[src/rtl/alu_pkg.sv]
// alu_pkg: opcode and FSM state enums shared by alu_seq and its iterative
// multiply/divide engine, plus the muldiv opcode predicate.
package alu_pkg;

  typedef enum logic [3:0] {
    OP_ADD   = 4'd0,
    OP_SUB   = 4'd1,
    OP_SLL   = 4'd2,
    OP_SRL   = 4'd3,
    OP_SLT   = 4'd4,
    OP_SLTU  = 4'd5,
    OP_SRA   = 4'd6,
    OP_AND   = 4'd7,
    OP_OR    = 4'd8,
    OP_XOR   = 4'd9,
    OP_MUL   = 4'd10,
    OP_MULHU = 4'd11,
    OP_DIVU  = 4'd12,
    OP_REMU  = 4'd13,
    OP_ILL14 = 4'd14,
    OP_ILL15 = 4'd15
  } alu_op_e;

  typedef enum logic [1:0] {
    ST_IDLE = 2'd0,
    ST_BUSY = 2'd1,
    ST_DONE = 2'd2
  } alu_state_e;

  function automatic logic is_muldiv(input alu_op_e op);
    return (op == OP_MUL) || (op == OP_MULHU) || (op == OP_DIVU) || (op == OP_REMU);
  endfunction

endpackage

[src/rtl/alu_muldiv_iter.sv]
// alu_muldiv_iter: one-bit-per-cycle unsigned shift-add multiplier and
// restoring divider sharing a single 2*XLEN accumulator.
module alu_muldiv_iter
  import alu_pkg::*;
#(
  parameter int XLEN = 32,
  parameter int CW   = $clog2(XLEN) + 1
) (
  input  logic              clk,
  input  logic              rst_n,
  input  logic              i_start,
  input  alu_op_e           i_op,
  input  logic [XLEN-1:0]   i_a,
  input  logic [XLEN-1:0]   i_b,
  output logic              o_busy,
  output logic              o_done,
  output logic [2*XLEN-1:0] o_acc,
  output logic [CW-1:0]     o_cnt
);

  logic [2*XLEN-1:0] r_acc;
  logic [XLEN-1:0]   r_b;
  logic [CW-1:0]     r_cnt;
  logic              r_busy;
  logic              r_div;

  logic              w_last;
  logic [XLEN:0]     w_sum;
  logic [2*XLEN-1:0] w_mul_next;
  logic [XLEN:0]     w_rem;
  logic              w_ge;
  logic [XLEN-1:0]   w_trial;
  logic [2*XLEN-1:0] w_div_next;

  assign w_last = (r_cnt == CW'(XLEN));

  // Multiply: add multiplicand into the high half when the low bit is set, then shift right.
  assign w_sum      = {1'b0, r_acc[2*XLEN-1:XLEN]} + {1'b0, r_b};
  assign w_mul_next = r_acc[0] ? {w_sum, r_acc[XLEN-1:1]} : {1'b0, r_acc[2*XLEN-1:1]};

  // Divide: the partial remainder lives in the high half; a quotient bit enters at the bottom.
  assign w_rem      = r_acc[2*XLEN-1:XLEN-1];
  assign w_ge       = (w_rem >= {1'b0, r_b});
  assign w_trial    = w_rem[XLEN-1:0] - r_b;
  assign w_div_next = w_ge ? {w_trial, r_acc[XLEN-2:0], 1'b1} : {r_acc[2*XLEN-2:0], 1'b0};

  // Iteration state: load on start, step XLEN times, release busy on the finalise edge.
  always_ff @(posedge clk or negedge rst_n) begin
    if (!rst_n) begin
      r_acc  <= {(2*XLEN){1'b0}};
      r_b    <= {XLEN{1'b0}};
      r_cnt  <= {CW{1'b0}};
      r_busy <= 1'b0;
      r_div  <= 1'b0;
    end else if (i_start) begin
      r_acc  <= {{XLEN{1'b0}}, i_a};
      r_b    <= i_b;
      r_cnt  <= {CW{1'b0}};
      r_busy <= 1'b1;
      r_div  <= (i_op == OP_DIVU) || (i_op == OP_REMU);
    end else if (r_busy && w_last) begin
      r_busy <= 1'b0;
    end else if (r_busy) begin
      r_acc  <= r_div ? w_div_next : w_mul_next;
      r_cnt  <= r_cnt + CW'(1);
    end
  end

  assign o_busy = r_busy;
  assign o_done = r_busy & w_last;
  assign o_acc  = r_acc;
  assign o_cnt  = r_cnt;

endmodule

[src/rtl/alu_seq.sv]
// alu_seq: handshaked multi-cycle ALU with registered result and flags.
// Define ALU_SEQ_MULDIV_EN to build the iterative MUL/MULHU/DIVU/REMU path.
module alu_seq
  import alu_pkg::*;
#(
  parameter int XLEN = 32
) (
  input  logic            clk,
  input  logic            rst_n,
  input  logic            in_valid,
  output logic            in_ready,
  input  logic [3:0]      op,
  input  logic [XLEN-1:0] in1,
  input  logic [XLEN-1:0] in2,
  output logic            out_valid,
  input  logic            out_ready,
  output logic [XLEN-1:0] result,
  output logic            zero,
  output logic            neg,
  output logic            err
);

  localparam int SHW = $clog2(XLEN);

  alu_state_e      r_state;
  alu_state_e      w_state_nxt;
  logic            r_alive;
  alu_op_e         w_op;
  logic [SHW-1:0]  w_shamt;
  logic            w_accept;
  logic            w_op_md;
  logic [XLEN-1:0] w_sc_res;
  logic            w_sc_ill;
  logic            w_load;
  logic [XLEN-1:0] w_load_res;
  logic            w_load_err;
  logic [XLEN-1:0] r_result;
  logic            r_zero;
  logic            r_neg;
  logic            r_err;

  assign w_op     = alu_op_e'(op);
  assign w_shamt  = in2[SHW-1:0];
  assign in_ready = r_alive & ((r_state == ST_IDLE) | ((r_state == ST_DONE) & out_ready));
  assign w_accept = in_valid & in_ready;

`ifdef ALU_SEQ_MULDIV_EN
  localparam int MD_CW = $clog2(XLEN) + 1;

  alu_op_e           r_md_op;
  logic              w_md_busy;
  logic              w_md_done;
  logic [2*XLEN-1:0] w_md_acc;
  logic [MD_CW-1:0]  w_md_cnt;
  logic              w_md_fin;
  logic [XLEN-1:0]   w_md_res;

  assign w_op_md  = is_muldiv(w_op);
  assign w_md_fin = w_md_busy & w_md_done & (w_md_cnt == MD_CW'(XLEN));

  alu_muldiv_iter #(
    .XLEN (XLEN),
    .CW   (MD_CW)
  ) u_muldiv (
    .clk     (clk),
    .rst_n   (rst_n),
    .i_start (w_accept & w_op_md),
    .i_op    (w_op),
    .i_a     (in1),
    .i_b     (in2),
    .o_busy  (w_md_busy),
    .o_done  (w_md_done),
    .o_acc   (w_md_acc),
    .o_cnt   (w_md_cnt)
  );

  // Remember which half of the accumulator the running op wants.
  always_ff @(posedge clk or negedge rst_n) begin
    if (!rst_n) begin
      r_md_op <= OP_MUL;
    end else if (w_accept && w_op_md) begin
      r_md_op <= w_op;
    end
  end

  // High half carries MULHU product and REMU remainder; low half MUL and DIVU quotient.
  always_comb begin
    w_md_res = w_md_acc[XLEN-1:0];
    case (r_md_op)
      OP_MULHU, OP_REMU: w_md_res = w_md_acc[2*XLEN-1:XLEN];
      default:           w_md_res = w_md_acc[XLEN-1:0];
    endcase
  end
`else
  assign w_op_md = 1'b0;
`endif

  // Single-cycle datapath; anything not listed here is flagged illegal.
  always_comb begin
    w_sc_res = {XLEN{1'b0}};
    w_sc_ill = 1'b0;
    case (w_op)
      OP_ADD:  w_sc_res = in1 + in2;
      OP_SUB:  w_sc_res = in1 - in2;
      OP_SLL:  w_sc_res = in1 << w_shamt;
      OP_SRL:  w_sc_res = in1 >> w_shamt;
      OP_SLT:  w_sc_res = {{(XLEN-1){1'b0}}, ($signed(in1) < $signed(in2))};
      OP_SLTU: w_sc_res = {{(XLEN-1){1'b0}}, (in1 < in2)};
      OP_SRA:  w_sc_res = $signed(in1) >>> w_shamt;
      OP_AND:  w_sc_res = in1 & in2;
      OP_OR:   w_sc_res = in1 | in2;
      OP_XOR:  w_sc_res = in1 ^ in2;
      default: begin
        w_sc_res = {XLEN{1'b0}};
        w_sc_ill = 1'b1;
      end
    endcase
  end

  // FSM state register; r_alive holds in_ready low until the first edge out of reset.
  always_ff @(posedge clk or negedge rst_n) begin
    if (!rst_n) begin
      r_state <= ST_IDLE;
      r_alive <= 1'b0;
    end else begin
      r_state <= w_state_nxt;
      r_alive <= 1'b1;
    end
  end

  // Next-state logic.
  always_comb begin
    w_state_nxt = r_state;
    case (r_state)
      ST_IDLE: begin
        if (w_accept) begin
          w_state_nxt = w_op_md ? ST_BUSY : ST_DONE;
        end else begin
          w_state_nxt = ST_IDLE;
        end
      end
`ifdef ALU_SEQ_MULDIV_EN
      ST_BUSY: begin
        if (w_md_fin) begin
          w_state_nxt = ST_DONE;
        end else begin
          w_state_nxt = ST_BUSY;
        end
      end
`endif
      ST_DONE: begin
        if (w_accept) begin
          w_state_nxt = w_op_md ? ST_BUSY : ST_DONE;
        end else if (out_ready) begin
          w_state_nxt = ST_IDLE;
        end else begin
          w_state_nxt = ST_DONE;
        end
      end
      default: w_state_nxt = ST_IDLE;
    endcase
  end

  // Result registers load only on entry to DONE, from either the single-cycle or the muldiv path.
  always_comb begin
    w_load     = w_accept & ~w_op_md;
    w_load_res = w_sc_res;
    w_load_err = w_sc_ill;
`ifdef ALU_SEQ_MULDIV_EN
    if ((r_state == ST_BUSY) && w_md_fin) begin
      w_load     = 1'b1;
      w_load_res = w_md_res;
      w_load_err = 1'b0;
    end else begin
      w_load     = w_accept & ~w_op_md;
      w_load_res = w_sc_res;
      w_load_err = w_sc_ill;
    end
`endif
  end

  // Result and flag registers.
  always_ff @(posedge clk or negedge rst_n) begin
    if (!rst_n) begin
      r_result <= {XLEN{1'b0}};
      r_zero   <= 1'b0;
      r_neg    <= 1'b0;
      r_err    <= 1'b0;
    end else if (w_load) begin
      r_result <= w_load_res;
      r_zero   <= (w_load_res == {XLEN{1'b0}});
      r_neg    <= w_load_res[XLEN-1];
      r_err    <= w_load_err;
    end
  end

  assign out_valid = (r_state == ST_DONE);
  assign result    = r_result;
  assign zero      = r_zero;
  assign neg       = r_neg;
  assign err       = r_err;

endmodule

[config.mk]
export PLATFORM = sky130hd
export DESIGN_NAME = alu_seq
export DESIGN_NICKNAME = d
export VERILOG_FILES = /design/src/rtl/alu_pkg.sv /design/src/rtl/alu_muldiv_iter.sv /design/src/rtl/alu_seq.sv
export SDC_FILE = /design/constraint.sdc
export NUM_CORES = 1
export LEC_CHECK = 0
export ABC_AREA = 1
export CAP_MARGIN = 15
export CORE_MARGIN = 10
export CORE_UTILIZATION = 40
export CTS_BUF_LIST = sky130_fd_sc_hd__clkbuf_4 sky130_fd_sc_hd__clkbuf_8 sky130_fd_sc_hd__clkbuf_16
export DETAILED_ROUTE_END_ITERATION = 12
export GPL_TIMING_DRIVEN = 0
export PLACE_DENSITY = 0.55
export SETUP_SLACK_MARGIN = 0.3
export SLEW_MARGIN = 20
export SYNTH_ARGS = -nofsm -noshare
export SYNTH_HDL_FRONTEND = slang
export SYNTH_HIERARCHICAL = 1
export SYNTH_SLANG_ARGS = --single-unit
[constraint.sdc]
create_clock -name clk -period 2.1 [get_ports clk]
set_clock_uncertainty 0.1 [all_clocks]
set_input_delay 0.42 -clock clk [delete_from_list [all_inputs] [get_ports clk]]
set_output_delay 0.42 -clock clk [all_outputs]
set_load 0.01 [all_outputs]
==> flow_summary.json <==
{
  "clk_latency_ns": 0.28,
  "finalSetupViolCount": 33,
  "critical_path_class": "in2reg",
  "coreArea_sq_um": 27800,
  "cap_violations": 0,
  "die-area_sq_um": 35300,
  "fin_setup_tns_ns": -9.49,
  "hp-class": "reg2reg",
  "synth-seq-cells": 36,
  "drc": 0,
  "slew_headroom_pct": 50.9,
  "outcome": "complete, but fails checks",
  "h-tree-depth": 2,
  "min_period_ns": 2.76,
  "initial_utilization_pct": 40.6,
  "num_rows": 61,
  "grt_max_degree": 31,
  "power.share.clock_pct": 14.0,
  "die_h_um": 188,
  "violations": "negative setup slack",
  "worstSetupEndpointType": "flop",
  "vias": 17200,
  "drive_gt1_share_pct": 34.6,
  "power.density_nw_per_um2": 393,
  "io_pins": 109,
  "dr.pass1.iters": 9,
  "root_buffer": "clkbuf_16",
  "track_usage_pct": 36.1,
  "numCtsBuffers": 5,
  "dp_cells": 2654,
  "synth-seq-area-share_pct": 8.00,
  "syn-cell-area_sq_um": 11300,
  "startpoint_type": "input pin",
  "p_switching_w": 0.00342,
  "ys_warn_count": 6,
  "chipWidth_um": 188,
  "area_delta_synth_final_pct": 50.0,
  "placed_area_sq_um": 13100,
  "p_leak_nw": 8.42,
  "drtAntennaViolNets": 0,
  "worstPathArrival_ns": 2.89,
  "vias_per_cell": 6.14,
  "grt_pass1_wl_um": 98700,
  "critical_path_required_ns": 2.23,
  "syn_inst": 2167,
  "regToRegSetupSlack_ns": 0.27,
  "clockBufferDepth": 2,
  "syn_nets": 2338,
  "switching_share_pct": 51.5,
  "wl_um": 70000,
  "ir_drop_uv": 379,
  "drt_iter0_markers": 2667,
  "path_clk_slew_ns": 0.06,
  "hold_viol": 0,
  "avgSynthCellArea_sq_um": 5.20,
  "intPower_w": 0.00322,
  "timing.fmax_mhz": 362,
  "n_antenna_cell": 0,
  "hpwl_um": 52600,
  "place.gp.congestion": 1.05,
  "pwr-share-seq_pct": 13.2,
  "slew_violations": 0,
  "min_period_over_period_pct": 132,
  "pre_cts_ws_ns": -2.21,
  "fin_ws_ns": -0.664,
  "cp_max_fo": 6,
  "place.port_buffers": 108,
  "fin_area_sq_um": 16900,
  "grt_overflow": 0,
  "pwr-share-comb_pct": 72.8,
  "cts_sinks": 36,
  "rsz0062_at_grt": "true",
  "final_cells": 2802,
  "fin_nets": 2594,
  "wl_per_cell_um": 25.0,
  "cts_tree": "built",
  "grt_pass1_vias": 15693,
  "antenna_found_initial": 0,
  "tightestPinTransition_ns": 0.730,
  "ys_types": 47
}
## metal layers
metal  global-route usage [%]  wire [um]
met1                     50.4      28200
met2                     53.8      29200
met3                     7.38       9300
met4                     12.2       3220
met5                        0          0
## final cells by class
class	instances	area (sq um)
multi-input combinational	1793	11200
fill	2646	10900
timing repair buffer	249	2110
inverter	238	1000
buffer	100	998
sequential	36	901
tap	378	473
clock buffer	7	153
clock inverter	1	30.0
## worst max-delay path, cell delays in order
cell,delay [ns]
buf_12,0.12
clkinv_8,0.06
clkbuf_16,0.14
ha_4,0.27
buf_6,0.13
inv_1,0.07
nand2_1,0.11
nand2_1,0.10
nand2_2,0.10
nand3_4,0.11
nand4_1,0.22
nand2_2,0.18
nand2_2,0.12
nand3_1,0.09
nand3_2,0.10
nand3_2,0.10
nor2_2,0.14
nand3_1,0.08
nor2_1,0.09
nand2_1,0.06
nand2_1,0.06
## Yosys cell counts, drive strengths merged
master  number  share of area [%]
a211oi      10               0.67
o22ai       18                1.0
a21boi       3               0.27
a31oi        4               0.22
inv        236                7.9
o21bai      12               0.80
or2          1              0.056
nor4         3               0.17
buf         81                4.6
ha          97                 11
o21a         3               0.20
a21o         1              0.067
conb         1              0.033
o21ai       93                4.1
nor2       213                7.4
fa           2               0.36
nor3        20               0.89
and3         4               0.22
clkinv       2              0.067
and2         6               0.33
nand3      402                 18
nand4       22                1.2
a21oi       92                4.1
nand2      768                 26
nand3b       3               0.31
o211ai       7               0.47
clkbuf      19               0.66
dfrtp       36                8.0
a221oi       3               0.23
xor2         1              0.078
o221ai       4               0.31
## power groups by stage
stage / combinational (W) / clock (W) / sequential [W]
3_3_place_gp: 0.00336 / 0 / 0.000875
4_1_cts: 0.00414 / 0.000917 / 0.000873
6_report: 0.00484 / 0.000929 / 0.000875
2_1_floorplan: 0.00194 / 0 / 0.000928
3_5_place_dp: 0.00338 / 0 / 0.000882
5_1_grt: 0.00507 / 0.000964 / 0.000887
## registers in the layout, indices dropped and copies added, names as in the netlist
signal	flops
result	32
err	1
r_alive	1
r_state	1
zero	1
## path summary, 6_finish.rpt
| kind | startpoint | endpoint | depth (start not counted) |
|---|---|---|---|
| setup / recovery | in2[3] | zero | 21 |
| hold / removal | zero | zero | 2 |
| setup reg to reg | r_state[1] | result[11] | 7 |
| hold reg to reg | zero | zero | 2 |
| max in group asynchronous | rst_n | result[22] | 3 |
| min in group asynchronous | rst_n | result[10] | 2 |
## cell families after synthesis
| kind of cell | synth area share, % |
|---|---|
| AND/OR/NAND/NOR | 55.1 |
| adder cells (fa/ha/maj) | 11.1 |
| XOR/XNOR | 0.0777 |
| other | 0.0333 |
| flip-flops | 8.00 |
| buffers and inverters | 13.2 |
| AO/OA/AOI/OAI | 12.4 |
## stage by stage
stage / hold WS (ns) / total power (W) / util (%)
finish: 0.378 / 0.00664 / 60.8
global route: 0.396 / 0.00692 / 60.8
CTS: 0.380 / 0.00593 / 56.0
detailed placement: 0.170 / 0.00426 / 47.0
global placement: 0.359 / 0.00424 / 47.0
floorplan: 0.0244 / 0.00287 / -
## what timing repair did
action,CTS,global route
cloned,5,4
pin swaps,95,126
endpoints found under the hold margin,6,0
gates resized for setup,689,348
hold buffers,1,0
setup buffers,88,42
endpoints found under the setup margin,37,36
## cells in the final DEF (no fill, tap or decap), types with 22 or more instances in the layout
cell             netlist  routed
o21ai_1               18      47
ha_4                   0      25
ha_1                  97      71
nand4_1               22      22
nor2_4                 2      52
clkdlybuf4s50_1        0      37
dfrtp_1               36      36
a21oi_2                0      35
nand2_1              742     590
o21ai_0               75      31
a21oi_1               92      44
nand2_2               22     144
buf_6                 10      44
nand3_2                7      47
inv_2                 11      50
inv_1                223     168
buf_2                 52      46
nor2_2                 7      55
nand2_4                4      29
nand3_1              395     336
nor2_1               204     106
buf_4                 16     134
Power figures use the tool's default switching activity.
